==> src/rtl/alu_operand_fetch_pkg.sv <==
// Shared definitions for the ALU operand-fetch stage: widths, instruction
// field positions and the ALU select encodings.
package alu_operand_fetch_pkg;

    localparam int DATA_W = 16;
    localparam int REG_N  = 8;
    localparam int ADDR_W = 3;
    localparam int SEL_W  = 3;
    localparam int IMM_W  = 3;

    localparam int SEL_MSB    = 15;
    localparam int SEL_LSB    = 13;
    localparam int RD_MSB     = 12;
    localparam int RD_LSB     = 10;
    localparam int RS_MSB     = 9;
    localparam int RS_LSB     = 7;
    localparam int RT_MSB     = 6;
    localparam int RT_LSB     = 4;
    localparam int IMM_EN_BIT = 3;
    localparam int IMM_MSB    = 2;
    localparam int IMM_LSB    = 0;

    typedef enum logic [SEL_W-1:0] {
        ALU_ADD   = 3'b000,
        ALU_SUB   = 3'b001,
        ALU_AND   = 3'b010,
        ALU_OR    = 3'b011,
        ALU_XOR   = 3'b100,
        ALU_PASSB = 3'b101
    } alu_sel_e;

    // Immediates are always zero-extended to the operand width.
    function automatic logic [DATA_W-1:0] zext_imm(input logic [IMM_W-1:0] imm);
        return {{(DATA_W-IMM_W){1'b0}}, imm};
    endfunction

endpackage

==> src/rtl/alu_operand_fetch_regfile_2r1w.sv <==
// 8x16 register file with two combinational read ports and one write port;
// r0 is hard-wired to zero. No bypass here.
module regfile_2r1w
    import alu_operand_fetch_pkg::*;
(
    input  logic              clk,
    input  logic              reset,
    input  logic              wr_en,
    input  logic [ADDR_W-1:0] wr_addr,
    input  logic [DATA_W-1:0] wr_data,
    input  logic [ADDR_W-1:0] rd_addr_a,
    output logic [DATA_W-1:0] rd_data_a,
    input  logic [ADDR_W-1:0] rd_addr_b,
    output logic [DATA_W-1:0] rd_data_b
);

    logic [DATA_W-1:0] mem_r [REG_N];
    logic              wr_ok_s;

    assign wr_ok_s = wr_en && (wr_addr != {ADDR_W{1'b0}});

    // Array storage: cleared on reset, single write port otherwise.
    always_ff @(posedge clk) begin
        if (reset) begin
            for (int i = 0; i < REG_N; i++) begin
                mem_r[i] <= {DATA_W{1'b0}};
            end
        end else if (wr_ok_s) begin
            mem_r[wr_addr] <= wr_data;
        end
    end

    assign rd_data_a = (rd_addr_a == {ADDR_W{1'b0}}) ? {DATA_W{1'b0}} : mem_r[rd_addr_a];
    assign rd_data_b = (rd_addr_b == {ADDR_W{1'b0}}) ? {DATA_W{1'b0}} : mem_r[rd_addr_b];

endmodule

==> src/rtl/alu_operand_fetch.sv <==
// Operand-fetch stage feeding the ALU: decodes the instruction, reads the
// register file with write-back bypass and holds the operation under a
// valid/ready handshake.
module alu_operand_fetch
    import alu_operand_fetch_pkg::*;
(
    input  logic              clk,
    input  logic              reset,
    input  logic              in_valid,
    output logic              in_ready,
    input  logic [15:0]       instr,
    input  logic              wb_en,
    input  logic [ADDR_W-1:0] wb_addr,
    input  logic [DATA_W-1:0] wb_data,
    output logic              out_valid,
    input  logic              out_ready,
    output logic [DATA_W-1:0] A,
    output logic [DATA_W-1:0] B,
    output logic [SEL_W-1:0]  select,
    output logic [ADDR_W-1:0] dest
);

    logic [SEL_W-1:0]  sel_s;
    logic [ADDR_W-1:0] rd_s;
    logic [ADDR_W-1:0] rs_s;
    logic [ADDR_W-1:0] rt_s;
    logic              imm_en_s;
    logic [IMM_W-1:0]  imm_s;

    logic [DATA_W-1:0] rs_data_s;
    logic [DATA_W-1:0] rt_data_s;
    logic              wb_live_s;
    logic              accept_s;
    logic [DATA_W-1:0] op_a_s;
    logic [DATA_W-1:0] op_b_s;

    logic              out_valid_r;
    logic [DATA_W-1:0] a_r;
    logic [DATA_W-1:0] b_r;
    logic [SEL_W-1:0]  sel_r;
    logic [ADDR_W-1:0] dest_r;

    assign sel_s    = instr[SEL_MSB:SEL_LSB];
    assign rd_s     = instr[RD_MSB:RD_LSB];
    assign rs_s     = instr[RS_MSB:RS_LSB];
    assign rt_s     = instr[RT_MSB:RT_LSB];
    assign imm_en_s = instr[IMM_EN_BIT];
    assign imm_s    = instr[IMM_MSB:IMM_LSB];

    regfile_2r1w u_regfile (
        .clk       (clk),
        .reset     (reset),
        .wr_en     (wb_en),
        .wr_addr   (wb_addr),
        .wr_data   (wb_data),
        .rd_addr_a (rs_s),
        .rd_data_a (rs_data_s),
        .rd_addr_b (rt_s),
        .rd_data_b (rt_data_s)
    );

    // The array only updates on the edge, so a same-cycle write is forwarded.
    assign wb_live_s = wb_en && (wb_addr != {ADDR_W{1'b0}});
    assign in_ready  = !out_valid_r || out_ready;
    assign accept_s  = in_valid && in_ready;

    // Operand selection: bypass for both sources, immediate overrides rt.
    always_comb begin
        op_a_s = rs_data_s;
        op_b_s = rt_data_s;
        if (wb_live_s && (wb_addr == rs_s)) begin
            op_a_s = wb_data;
        end else begin
            op_a_s = rs_data_s;
        end
        if (imm_en_s) begin
            op_b_s = zext_imm(imm_s);
        end else if (wb_live_s && (wb_addr == rt_s)) begin
            op_b_s = wb_data;
        end else begin
            op_b_s = rt_data_s;
        end
    end

    // Output register: loads on accept, drops valid on drain, holds on stall.
    always_ff @(posedge clk) begin
        if (reset) begin
            out_valid_r <= 1'b0;
            a_r         <= {DATA_W{1'b0}};
            b_r         <= {DATA_W{1'b0}};
            sel_r       <= {SEL_W{1'b0}};
            dest_r      <= {ADDR_W{1'b0}};
        end else if (accept_s) begin
            out_valid_r <= 1'b1;
            a_r         <= op_a_s;
            b_r         <= op_b_s;
            sel_r       <= sel_s;
            dest_r      <= rd_s;
        end else if (out_ready) begin
            out_valid_r <= 1'b0;
        end else begin
            out_valid_r <= out_valid_r;
        end
    end

    assign out_valid = out_valid_r;
    assign A         = a_r;
    assign B         = b_r;
    assign select    = sel_r;
    assign dest      = dest_r;

endmodule
==> config.mk <==
export PLATFORM = sky130hd
export DESIGN_NAME = alu_operand_fetch
export DESIGN_NICKNAME = d
export VERILOG_FILES = /design/src/rtl/alu_operand_fetch_pkg.sv /design/src/rtl/alu_operand_fetch_regfile_2r1w.sv /design/src/rtl/alu_operand_fetch.sv
export SDC_FILE = /design/constraint.sdc
export NUM_CORES = 1
export LEC_CHECK = 0
export BUFFER_PORTS_ARGS = -buffer_cell sky130_fd_sc_hd__buf_2
export CORE_MARGIN = 2
export CORE_UTILIZATION = 52
export CTS_CLUSTER_SIZE = 14
export DETAILED_ROUTE_END_ITERATION = 8
export PLACE_DENSITY_LB_ADDON = 0.08
export SLEW_MARGIN = 20
export SYNTH_ARGS = -nofsm -noshare
export SYNTH_HDL_FRONTEND = slang
export SYNTH_HIERARCHICAL = 1
export SYNTH_SLANG_ARGS = --single-unit
export TNS_END_PERCENT = 20
==> constraint.sdc <==
create_clock -name clk -period 2.65 [get_ports clk]
set_input_delay 0.53 -clock clk [delete_from_list [all_inputs] [get_ports clk]]
set_output_delay 0.53 -clock clk [all_outputs]
set_load 0.01 [all_outputs]
==> results.md <==
### Run status
• outcome: finished clean

### Logic synthesis
• count of flip-flops with a built-in enable after synthesis: 112
• count of yosys warnings during synthesis: 6
• complex-gate fraction of the synthesized area: 0.1413
• Cells after Synth: 650
• fraction of the mapped netlist area in simple logic gates: 0.1759
• Yosys cell types: 42
• share of synthesized flip-flops with an asynchronous set or reset: 0
• cell type with the highest aggregate area in the netlist: edfxtp_1
• Main synth FF type: edfxtp_1
• cell types with the largest area share after synthesis: edfxtp_1, dfxtp_1, and2_1, mux2i_1, a221oi_1
• portion of the post-synthesis area used by sequential elements: 0.5281
• register bit count reported by yosys: 151
• net count after synthesis: 690
• Mapped Area: 0.007848 mm^2
• mean cell area of the mapped netlist: 12.07 um^2
• top-area cell type share of the netlist area: 0.4286
• combinational family with the most area after synthesis: simple AND/OR/NAND/NOR gates
• xor/xnor share of the synthesized area: 0.004464
• fraction of synthesized area in multiplexers: 0.1071
• adder and majority cell fraction of the synthesized area: 0

### Global route
• gr ovfl total: 0
• layer with the highest usage after global routing: met2
• number of antenna violations at the first check in global routing: 1
• met1 track demand over resource: 0.3851
• met2 Use GR: 0.4440
• global-route wire length before repair: 33560 um
• met3 usage: 0.05483
• vias in the first global route: 5691
• maximum number of pins on one net before global-route repair: 37
• total track usage: 0.2768

### Clock tree
• clock insertion delay at the later pin of the skew report: 0.42 ns
• # H-tree levels: 4
• clock slew at the register clock pins of the worst setup and hold paths: 0.06 ns
• clock buffers created by TritonCTS: 17
• buffers inserted during post-CTS setup optimization: 0
• number of buffers between clock root and the deepest sink: 2
• clock sink count: 151
• CTS Hold Buffers Added: 0
• cell at the root of the clock tree: clkbuf_16
• TritonCTS clock tree: built
• Gates resized, CTS repair: 0

### Drt
• per-cell routed wire length: 23.64 um
• Post-route DRC: 0
• iteration-0 DRC count of the detailed router: 660
• number of iterations in the first detailed-routing pass: 5
• post-detailed-route via-to-cell ratio: 6.327
• total via count in the routed design: 5846
• wirelength, routed: 21840 um
• Final ANT Viol Nets: 0

### Die
• I/O pin count: 80
• Die H: 126.8 um
• Die Span X: 126.8 um
• Total Die Area: 0.01609 mm^2
• Core Region: 0.01464 mm^2
• effective utilization at floorplan: 0.5359
• standard-cell row count: 44

### Cells and area
• # fillers: 1196
• final non-filler cell total: 924
• final design instance area without fill: 0.008936 mm^2
• number of antenna diodes: 0
• area delta synth->final: 13.87%
• layout cells sized above 1: 0.2784
• Post-layout nets: 768
• Finished Core Util: 0.6102

### STA
• RSZ-0062 raised after global routing: false
• share of the cycle needed by the critical path after routing: 0.7738
• transition at the pin with the smallest max-transition slack: 0.7291 ns
• Slew Limit Fails: 0
• minimum period implied by the final worst setup slack: 2.051 ns
• highest clock rate: 487.7 MHz
• final setup violating endpoints: 0
• remaining max-slew budget at the tightest pin: 0.5134
• sum of negative setup slack: 0 ns
• Setup Skew: 0.006826 ns
• number of hold violations in the final report: 0

### Setup path
• Critical Path End Type: register
• class of the most critical setup path: register to register
• Critical Path RT: 3.01 ns
• worst flop-to-flop path endpoint: B[5]$_SDFFE_PP0P_
• CP Launch Type: register
• origin of the critical flop-to-flop path: out_valid$_SDFFE_PP0P_
• register-to-register setup slack: 0.60 ns
• R2R depth: 5
• arrival time of data at the critical path endpoint: 2.41 ns
• peak fanout along the critical path: 16

### Worst hold path
• Hold Crit Class: input pin to register
• Cells on Worst Hold Path: 3
• Worst Hold Endpoint: dest[0]$_SDFFE_PP0P_
• hold_sp: instr[10]

### Power and ir drop
• Internal Dissipation: 4354 uW
• sequential cell fraction of total power: 0.480
• net switching share of the total power: 0.2477
• final total power: 5787 uW
• share of total power in combinational logic: 0.124
• clock share of power: 0.395
• net load switching power: 1434 uW
• power density cells: 647.6 mW/mm^2
• Leakage Power: 0.003476 uW
• Peak VDD IR: 490.1 uV

### Placement
• routability congestion estimate from global placement: 0.8620
• number of buffer cells added on primary ports: 79
• total instance count after detailed placement: 893
• DP Wirelength: 15130 um
• post-detailed-placement cell area: 0.008389 mm^2

### Flow run
• number of maximum-capacitance violations: 0

==> worst max path at each step <==
| stage | from | to | slack (ns) |
|---|---|---|---|
| floorplan | wb_addr[1] | B[10]$_SDFFE_PP0P_ | 0.55 |
| global placement | reset | u_regfile/mem_r[3][9]$_SDFFCE_PN0P_ | 0.22 |
| detailed placement | reset | u_regfile/mem_r[3][9]$_SDFFCE_PN0P_ | 0.14 |
| CTS | reset | u_regfile/mem_r[3][5]$_SDFFCE_PN0P_ | 0.58 |
| global route | out_valid$_SDFFE_PP0P_ | B[5]$_SDFFE_PP0P_ | 0.42 |
| finish | out_valid$_SDFFE_PP0P_ | B[5]$_SDFFE_PP0P_ | 0.60 |
==> routing by layer <==
metal  vias up  share of wire
met5         -              0
met4         0          0.016
met3        35          0.080
met2       278           0.47
met1      2903           0.43
li1       2630              -
==> through the flow <==
stage                     worst slack, ns  hold slack (ns)
final                              0.5995           0.3477
after global routing               0.4207           0.3588
after CTS                          0.5848           0.3372
after detailed placement           0.1400           0.4484
after global placement             0.2193           0.4410
after floorplan                    0.5537           0.4805
==> registers in the layout (all words and copies together), names as in the netlist <==
register,flops
dest,3
out_valid,1
A,16
select,3
u_regfile/mem_r,112
B,16
==> critical path, cell delays in order (launching register included) <==
cell and delay [ns]:
dfxtp_1 0.30, nand2b_1 0.12, nand2_1 0.23, or3_1 0.42, o21ba_1 0.66, a221o_1 0.26
==> synth_stat cells (18+ instances only) <==
master / instances
mux2_2: 32
nand2_1: 21
nor2_1: 34
and2_1: 123
edfxtp_1: 112
dfxtp_1: 39
a221oi_1: 46
clkbuf_1: 20
mux2i_1: 48
nor2b_1: 18
==> power groups by stage <==
stage / combinational [uW] / sequential, uW / clock [uW]
floorplan: 428 / 2820 / 0
global placement: 689 / 2820 / 0
detailed placement: 709 / 2820 / 0
CTS: 711 / 2780 / 2320
global route: 773 / 2790 / 2430
finish: 720 / 2780 / 2290
==> kinds of logic (layout without fill, tap and decap cells) <==
kind of cell	count (synthesis)	after routing
compound gates	127	127
simple gates	233	233
flops	151	151
mux	80	80
xor+xnor	4	4
buf+inv	55	145
==> final cells by class <==
type                    count  area [um^2]  share of cell area
clock buffers              21        440.4             0.04929
clock inverters            10        106.4             0.01190
inverters                   2        7.507           0.0008401
multi-input cells         444         3364              0.3765
flip-flops and latches    151         4144              0.4637
well taps                 184        230.2             0.02576
repair buffers            112        643.1             0.07197
==> cell usage in the layout, fill, tap and decap left out, types with 2 or more instances in the layout <==
cell / netlist / layout
a211oi_1: 16 / 16
a21oi_1: 11 / 11
a221o_1: 16 / 16
a221oi_1: 46 / 46
a311oi_1: 16 / 16
a31oi_1: 2 / 2
and2_1: 123 / 123
and2_2: 4 / 4
and3_1: 2 / 2
buf_2: 13 / 79
buf_4: 5 / 33
bufinv_16: 0 / 2
clkbuf_1: 20 / 4
clkbuf_16: 0 / 17
clkinv_1: 0 / 3
clkinv_2: 0 / 2
clkinv_4: 0 / 2
dfxtp_1: 39 / 39
edfxtp_1: 112 / 112
inv_1: 2 / 2
mux2_2: 32 / 32
mux2i_1: 48 / 48
nand2_1: 21 / 21
nand2b_1: 6 / 6
nand3_1: 3 / 3
nor2_1: 34 / 34
nor2_2: 3 / 3
nor2_4: 3 / 3
nor2b_1: 18 / 18
o221a_2: 16 / 16
or2_2: 7 / 7
xnor2_1: 4 / 4
(Power assumes the default switching activity.)
